`config.mk`:
```
export PLATFORM = sky130hd
export DESIGN_NAME = uart_frame_deframer
export DESIGN_NICKNAME = d
export VERILOG_FILES = /design/src/rtl/uart_frame_deframer.sv
export SDC_FILE = /design/constraint.sdc
export NUM_CORES = 1
export LEC_CHECK = 0
export ABC_AREA = 1
export CAP_MARGIN = 10
export CORE_MARGIN = 1.5
export CORE_UTILIZATION = 58
export CTS_CLUSTER_SIZE = 20
export DETAILED_ROUTE_END_ITERATION = 6
export PLACE_DENSITY_LB_ADDON = 0.1
export RECOVER_POWER = 25
export SLEW_MARGIN = 20
export SYNTH_ARGS = -nofsm -noshare
export SYNTH_HDL_FRONTEND = slang
export SYNTH_SLANG_ARGS = --single-unit
```
`constraint.sdc`:
```
create_clock -name clk -period 2.05 [get_ports clk]
set_input_delay 0.205 -clock clk [delete_from_list [all_inputs] [get_ports clk]]
set_output_delay 0.205 -clock clk [all_outputs]
set_load 0.05 [all_outputs]
```
`src/rtl/uart_frame_deframer.sv`:
```
// ---------------------------------------------------------------------------
// uart_frame_deframer
//
// Pulls bytes out of the uart rx FIFO (first-word fall-through read port) and
// extracts framed packets of the form SYNC, LEN, LEN payload bytes, CHK.
// Payload bytes leave as a valid/ready byte stream with a last marker, and
// every finished or aborted frame produces a one-cycle status pulse.
//
// The checksum byte is chosen so that LEN + payload + CHK == 0 (mod 256).
//
// Ports
//   clk        in   clock
//   rst        in   synchronous, active-high reset
//   ce         in   clock enable for the inter-byte timeout counter only
//   rx_data    in   FIFO head word, valid while rx_empty is low
//   rx_empty   in   FIFO empty flag
//   rx_read    out  registered one-cycle pop pulse to the FIFO
//   out_data   out  payload byte
//   out_valid  out  out_data valid, held until out_ready
//   out_ready  in   downstream accepts the beat on a clk edge with out_valid
//   out_last   out  marks the final payload beat of a frame
//   frame_done out  one-cycle pulse: frame finished or aborted
//   frame_err  out  with frame_done: frame is bad, discard its beats
//   err_code   out  with frame_done: 0 ok, 1 checksum, 2 length, 3 timeout
// ---------------------------------------------------------------------------
module uart_frame_deframer #(
   parameter int                  DATA_WIDTH     = 8,
   parameter logic [DATA_WIDTH-1:0] SYNC_BYTE    = 8'hA5,
   parameter int                  MAX_LEN        = 64,
   parameter int                  TIMEOUT_WIDTH  = 16,
   parameter int                  TIMEOUT_CYCLES = 10000
) (
   input  logic                  clk,
   input  logic                  rst,
   input  logic                  ce,
   input  logic [DATA_WIDTH-1:0] rx_data,
   input  logic                  rx_empty,
   output logic                  rx_read,
   output logic [DATA_WIDTH-1:0] out_data,
   output logic                  out_valid,
   input  logic                  out_ready,
   output logic                  out_last,
   output logic                  frame_done,
   output logic                  frame_err,
   output logic [1:0]            err_code
);

   typedef enum logic [1:0] {
      ST_HUNT,
      ST_LEN,
      ST_PAYLOAD,
      ST_CHK
   } state_t;

   localparam logic [1:0] ERR_OK  = 2'd0;
   localparam logic [1:0] ERR_CHK = 2'd1;
   localparam logic [1:0] ERR_LEN = 2'd2;
   localparam logic [1:0] ERR_TMO = 2'd3;

   localparam logic [DATA_WIDTH-1:0]    MAX_LEN_V = DATA_WIDTH'(MAX_LEN);
   // Counter value from which one more empty cycle means the frame has expired.
   localparam logic [TIMEOUT_WIDTH-1:0] TMO_LAST  = TIMEOUT_WIDTH'(TIMEOUT_CYCLES - 1);

   state_t                  state_q, state_d;
   logic                    rx_read_q, rx_read_d;
   logic [DATA_WIDTH-1:0]   out_data_q, out_data_d;
   logic                    out_valid_q, out_valid_d;
   logic                    out_last_q, out_last_d;
   logic                    frame_done_q, frame_done_d;
   logic                    frame_err_q, frame_err_d;
   logic [1:0]              err_code_q, err_code_d;
   logic [DATA_WIDTH-1:0]   sum_q, sum_d;
   logic [DATA_WIDTH-1:0]   count_q, count_d;
   logic [TIMEOUT_WIDTH-1:0] tmo_q, tmo_d;

   logic                    accept;
   logic                    capture;
   logic [DATA_WIDTH-1:0]   chk_sum;

   // Next-state and output logic. A byte is taken from the FIFO only when the
   // previous pop has already been issued (rx_read low) so the head word has
   // settled; in PAYLOAD the output register must also be free or retiring.
   always_comb begin
      state_d      = state_q;
      rx_read_d    = 1'b0;
      out_data_d   = out_data_q;
      out_valid_d  = out_valid_q;
      out_last_d   = out_last_q;
      frame_done_d = 1'b0;
      frame_err_d  = frame_err_q;
      err_code_d   = err_code_q;
      sum_d        = sum_q;
      count_d      = count_q;
      tmo_d        = tmo_q;

      accept  = (state_q != ST_PAYLOAD) || !out_valid_q || out_ready;
      capture = !rx_empty && !rx_read_q && accept;
      chk_sum = sum_q + rx_data;

      if (out_valid_q && out_ready) begin
         out_valid_d = 1'b0;
         out_last_d  = 1'b0;
      end

      if (capture) begin
         rx_read_d = 1'b1;
      end

      case (state_q)
         ST_HUNT: begin
            tmo_d = '0;
            if (capture && (rx_data == SYNC_BYTE)) begin
               state_d = ST_LEN;
            end
         end

         ST_LEN: begin
            if (capture) begin
               sum_d = rx_data;
               if (rx_data == '0) begin
                  state_d = ST_CHK;
               end else if (rx_data > MAX_LEN_V) begin
                  frame_done_d = 1'b1;
                  frame_err_d  = 1'b1;
                  err_code_d   = ERR_LEN;
                  state_d      = ST_HUNT;
               end else begin
                  count_d = rx_data;
                  state_d = ST_PAYLOAD;
               end
            end
         end

         ST_PAYLOAD: begin
            // Loading a new beat overrides the retire above, so a beat
            // handed off on this edge is replaced without a bubble.
            if (capture) begin
               out_data_d  = rx_data;
               out_valid_d = 1'b1;
               out_last_d  = (count_q == DATA_WIDTH'(1));
               sum_d       = sum_q + rx_data;
               count_d     = count_q - DATA_WIDTH'(1);
               if (count_q == DATA_WIDTH'(1)) begin
                  state_d = ST_CHK;
               end
            end
         end

         ST_CHK: begin
            if (capture) begin
               frame_done_d = 1'b1;
               state_d      = ST_HUNT;
               if (chk_sum == '0) begin
                  frame_err_d = 1'b0;
                  err_code_d  = ERR_OK;
               end else begin
                  frame_err_d = 1'b1;
                  err_code_d  = ERR_CHK;
               end
            end
         end

         default: begin
            state_d = ST_HUNT;
         end
      endcase

      // Inter-byte timeout inside a frame. Only an empty FIFO advances the
      // counter, so downstream backpressure can never abort a frame. A pending
      // output beat is left untouched on abort.
      if (state_q != ST_HUNT) begin
         if (capture) begin
            tmo_d = '0;
         end else if (ce && rx_empty) begin
            if (tmo_q >= TMO_LAST) begin
               tmo_d        = '0;
               frame_done_d = 1'b1;
               frame_err_d  = 1'b1;
               err_code_d   = ERR_TMO;
               state_d      = ST_HUNT;
            end else begin
               tmo_d = tmo_q + 1'b1;
            end
         end
      end
   end

   // State and output registers; reset drops any frame in flight and any
   // pending output beat without reporting status.
   always_ff @(posedge clk) begin
      if (rst) begin
         state_q      <= ST_HUNT;
         rx_read_q    <= 1'b0;
         out_data_q   <= '0;
         out_valid_q  <= 1'b0;
         out_last_q   <= 1'b0;
         frame_done_q <= 1'b0;
         frame_err_q  <= 1'b0;
         err_code_q   <= ERR_OK;
         sum_q        <= '0;
         count_q      <= '0;
         tmo_q        <= '0;
      end else begin
         state_q      <= state_d;
         rx_read_q    <= rx_read_d;
         out_data_q   <= out_data_d;
         out_valid_q  <= out_valid_d;
         out_last_q   <= out_last_d;
         frame_done_q <= frame_done_d;
         frame_err_q  <= frame_err_d;
         err_code_q   <= err_code_d;
         sum_q        <= sum_d;
         count_q      <= count_d;
         tmo_q        <= tmo_d;
      end
   end

   assign rx_read    = rx_read_q;
   assign out_data   = out_data_q;
   assign out_valid  = out_valid_q;
   assign out_last   = out_last_q;
   assign frame_done = frame_done_q;
   assign frame_err  = frame_err_q;
   assign err_code   = err_code_q;

endmodule

```
==> run metrics <==
Critical Path Sink Type=register; Peak Freq=0.541 GHz; Fill cells=roughly 450; RSZ-0062 raised after global routing=false; Die Y-Extent=75.5 um; Ant. Diodes=0; HP Class=register to register; via count=3043; FF+latch count, synth=49; clk_lat worst skew=0.30 ns; Seq/Total Area, Yosys=32.2%; number of setup buffers added after CTS=0; flop2flop setup slack=about 0.20 ns; Max-Cap Viols=0; worst r2r src=state_q[0]$_SDFF_PP0_; Ys Warns=0; GRT Residual Overflow=0; area grow syn2layout=17.2%; WP data required=2.24 ns; status=finished, final reports clean; Crit path buffers/inverters=4; Starting Density=about three fifths; CTS root buffer=clkbuf_8; CP max stage cell=dfxtp_1; worst-path cell chain=inv_1 -> ha_2 -> nand2_2 -> nand2_4 -> inv_2 -> buf_4 -> nand4_1 -> nand2_1 -> nand2_1 -> inv_1 -> a21oi_1; Max FO, Critical Path=13; maximum buffer depth of the clock tree=2; final hold violations=0; Worst Tran Pin Value=0.516 ns; Post-DP Area=3460 um2; Post-CTS Hold Buffers=0; Routed WL=7290 um; share of layout cells above drive strength 1=11.6%; Worst Skew=0.00873 ns; Period minus WS final=around 1.8 ns; Critical Path Sink=err_code[0]$_SDFF_PP0_; max incr delay on CP=~0.41 ns; Max VDD drop=0.300 mV; Setup WS post-layout=0.201 ns; EDFF count, synth=0; Final #Nets=520; post-DR vias/cell=5.40; worst slack at placement=-0.0956 ns; Post-Syn Area per Cell=6.70 um2; hold path cells=2; crit start category=register; Reg-to-Reg End=err_code[0]$_SDFF_PP0_; routed len/inst=13.0 um; drt initial violations=177; Synth cell types=41; post-cts gate resize count=0; Async SR Flop Fraction=0%; drt pass-1 iters=5; H-tree Lvls=2; most common cell after layout, fill and taps aside=nand2_1; Setup CP Type=register to register; Primary FF master, synth=dfxtp_1; Cells after Synth=about 460; setup violators final=0; HPWL Detailed=5640 um; Residual DRC=0; Die ar.=approximately 5700 um2; die width=75.5 um; Post-Syn Nets=483; Tcrit/Tclk final=90.2%; num rows=26; IO Count=28; final count of pins violating max slew=0; final instance area=3570 um2; WP data arrival=~2 ns; CTS tree=done; GPL Wtd Cong=~0.9; largest net degree at the start of global routing=22; WP depth=11; CORE AREA=5070 um2; total track usage=27.3%; cell depth of the worst flop-to-flop path=11; PortBufs=27; Slew HR=65.5%; CTS clk-pin slew, worst paths=0.09 ns; Leak Pwr=1.52 nW; cell family with most CP delay=simple AND/OR/NAND/NOR gates; clock sink count=a little under 50; CTS Buf Count=5; Antenna Nets Post-Route=0; most frequent cells in the layout=nand2_1, inv_1, dfxtp_1; first-pass GRT wire length=12100 um; vias in the first global route=2782; CP Launch Point=state_q[0]$_SDFF_PP0_; Mapped Area=3050 um2; initial antenna violation count=0; power per cell area=about 500 nW/um2
## synthesized netlist by cell type (6+ instances only)
cell / count / share of area (%)
nor3_1: 8 / 1.3
nand4_1: 6 / 1.2
a31oi_1: 7 / 1.4
nand2_2: 7 / 1.4
a21oi_1: 38 / 6.2
clkbuf_1: 7 / 0.86
o21ai_0: 23 / 3.8
dfxtp_1: 49 / 32
nand3_1: 43 / 7.1
ha_1: 14 / 5.7
nand2_1: 112 / 14
xor2_1: 6 / 1.7
inv_1: 50 / 6.2
nor2_1: 37 / 4.6
## worst reg2reg max path: stages (launching register included)
cell and delay, ns:
dfxtp_1 0.41, inv_1 0.11, ha_2 0.25, nand2_2 0.10, nand2_4 0.09, inv_2 0.10, buf_4 0.20, nand4_1 0.19
nand2_1 0.10, nand2_1 0.05, inv_1 0.06, a21oi_1 0.05
## area by class of cell
class,count,area (um2),share of cell area (%)
Clock buffer,6,72.6,2.03
Clock inverter,2,38.8,1.09
Inverter,55,209,5.85
Multi-Input combinational cell,337,1790,50.0
Sequential cell,49,981,27.5
Tap cell,70,87.6,2.45
Timing Repair Buffer,44,398,11.1
## layer usage
| metal | track usage (%) | wire length [um] | up-vias | share of wire, % |
|---|---|---|---|---|
| met3 | 4.37 | 292 | 8 | 4.0 |
| met1 | 34.2 | 3280 | 1407 | 45 |
| met2 | 48.3 | 3630 | 69 | 50 |
| met4 | 7.74 | 80 | 0 | 1.1 |
| li1 | - | - | 1559 | - |
| met5 | 0 | 0 | - | 0 |
## worst min path at each step
| stage | start | end | slack (ns) |
|---|---|---|---|
| floorplan | rst | frame_done$_SDFF_PP0_ | 0.27 |
| global placement | tmo_q[14]$_SDFF_PP0_ | tmo_q[14]$_SDFF_PP0_ | 0.43 |
| detailed placement | tmo_q[14]$_SDFF_PP0_ | tmo_q[14]$_SDFF_PP0_ | 0.44 |
| CTS | tmo_q[14]$_SDFF_PP0_ | tmo_q[14]$_SDFF_PP0_ | 0.45 |
| global route | tmo_q[14]$_SDFF_PP0_ | tmo_q[14]$_SDFF_PP0_ | 0.47 |
| finish | tmo_q[14]$_SDFF_PP0_ | tmo_q[14]$_SDFF_PP0_ | 0.45 |
## logic make-up after synthesis
kind of cell	share of synthesized area [%]
AO/OA/AOI/OAI	14.9
AND/OR/NAND/NOR	34.6
adder cells (fa/ha/maj)	6.40
flip-flops	32.2
buffers and inverters	9.36
XOR/XNOR	2.59
## report_power, final
part | leakage, nW | switching [W] | internal (W) | total (W)
sequential | 0.395 | 0.00000121 | 0.000953 | 0.000954
clock | 0.0554 | 0.000325 | 0.000367 | 0.000691
combinational | 1.07 | 0.0000938 | 0.0000627 | 0.000156
## flip-flops by register name, summed over array words and instances (netlist names)
| signal | cells |
|---|---|
| count_q | 8 |
| out_valid | 1 |
| sum_q | 8 |
| out_data | 8 |
| err_code | 2 |
| state_q | 2 |
| out_last | 1 |
| rx_read | 1 |
| frame_err | 1 |
| tmo_q | 16 |
| frame_done | 1 |
## through the flow
| step | std cells | TNS [ns] | power [W] | hold slack (ns) | util [%] |
|---|---|---|---|---|---|
| 6_report | 563 | 0 | 0.00180 | 0.451 | 70.4 |
| 5_1_grt | 563 | 0 | 0.00187 | 0.470 | 70.4 |
| 4_1_cts | 563 | 0 | 0.00181 | 0.450 | 70.3 |
| 3_5_place_dp | 555 | -0.219 | 0.00113 | 0.436 | 68.1 |
| 3_3_place_gp | 555 | -0.101 | 0.00113 | 0.433 | 68.1 |
| 2_1_floorplan | 455 | 0 | 0.00106 | 0.274 | - |
No activity file was read; power rests on OpenSTA's default activity.
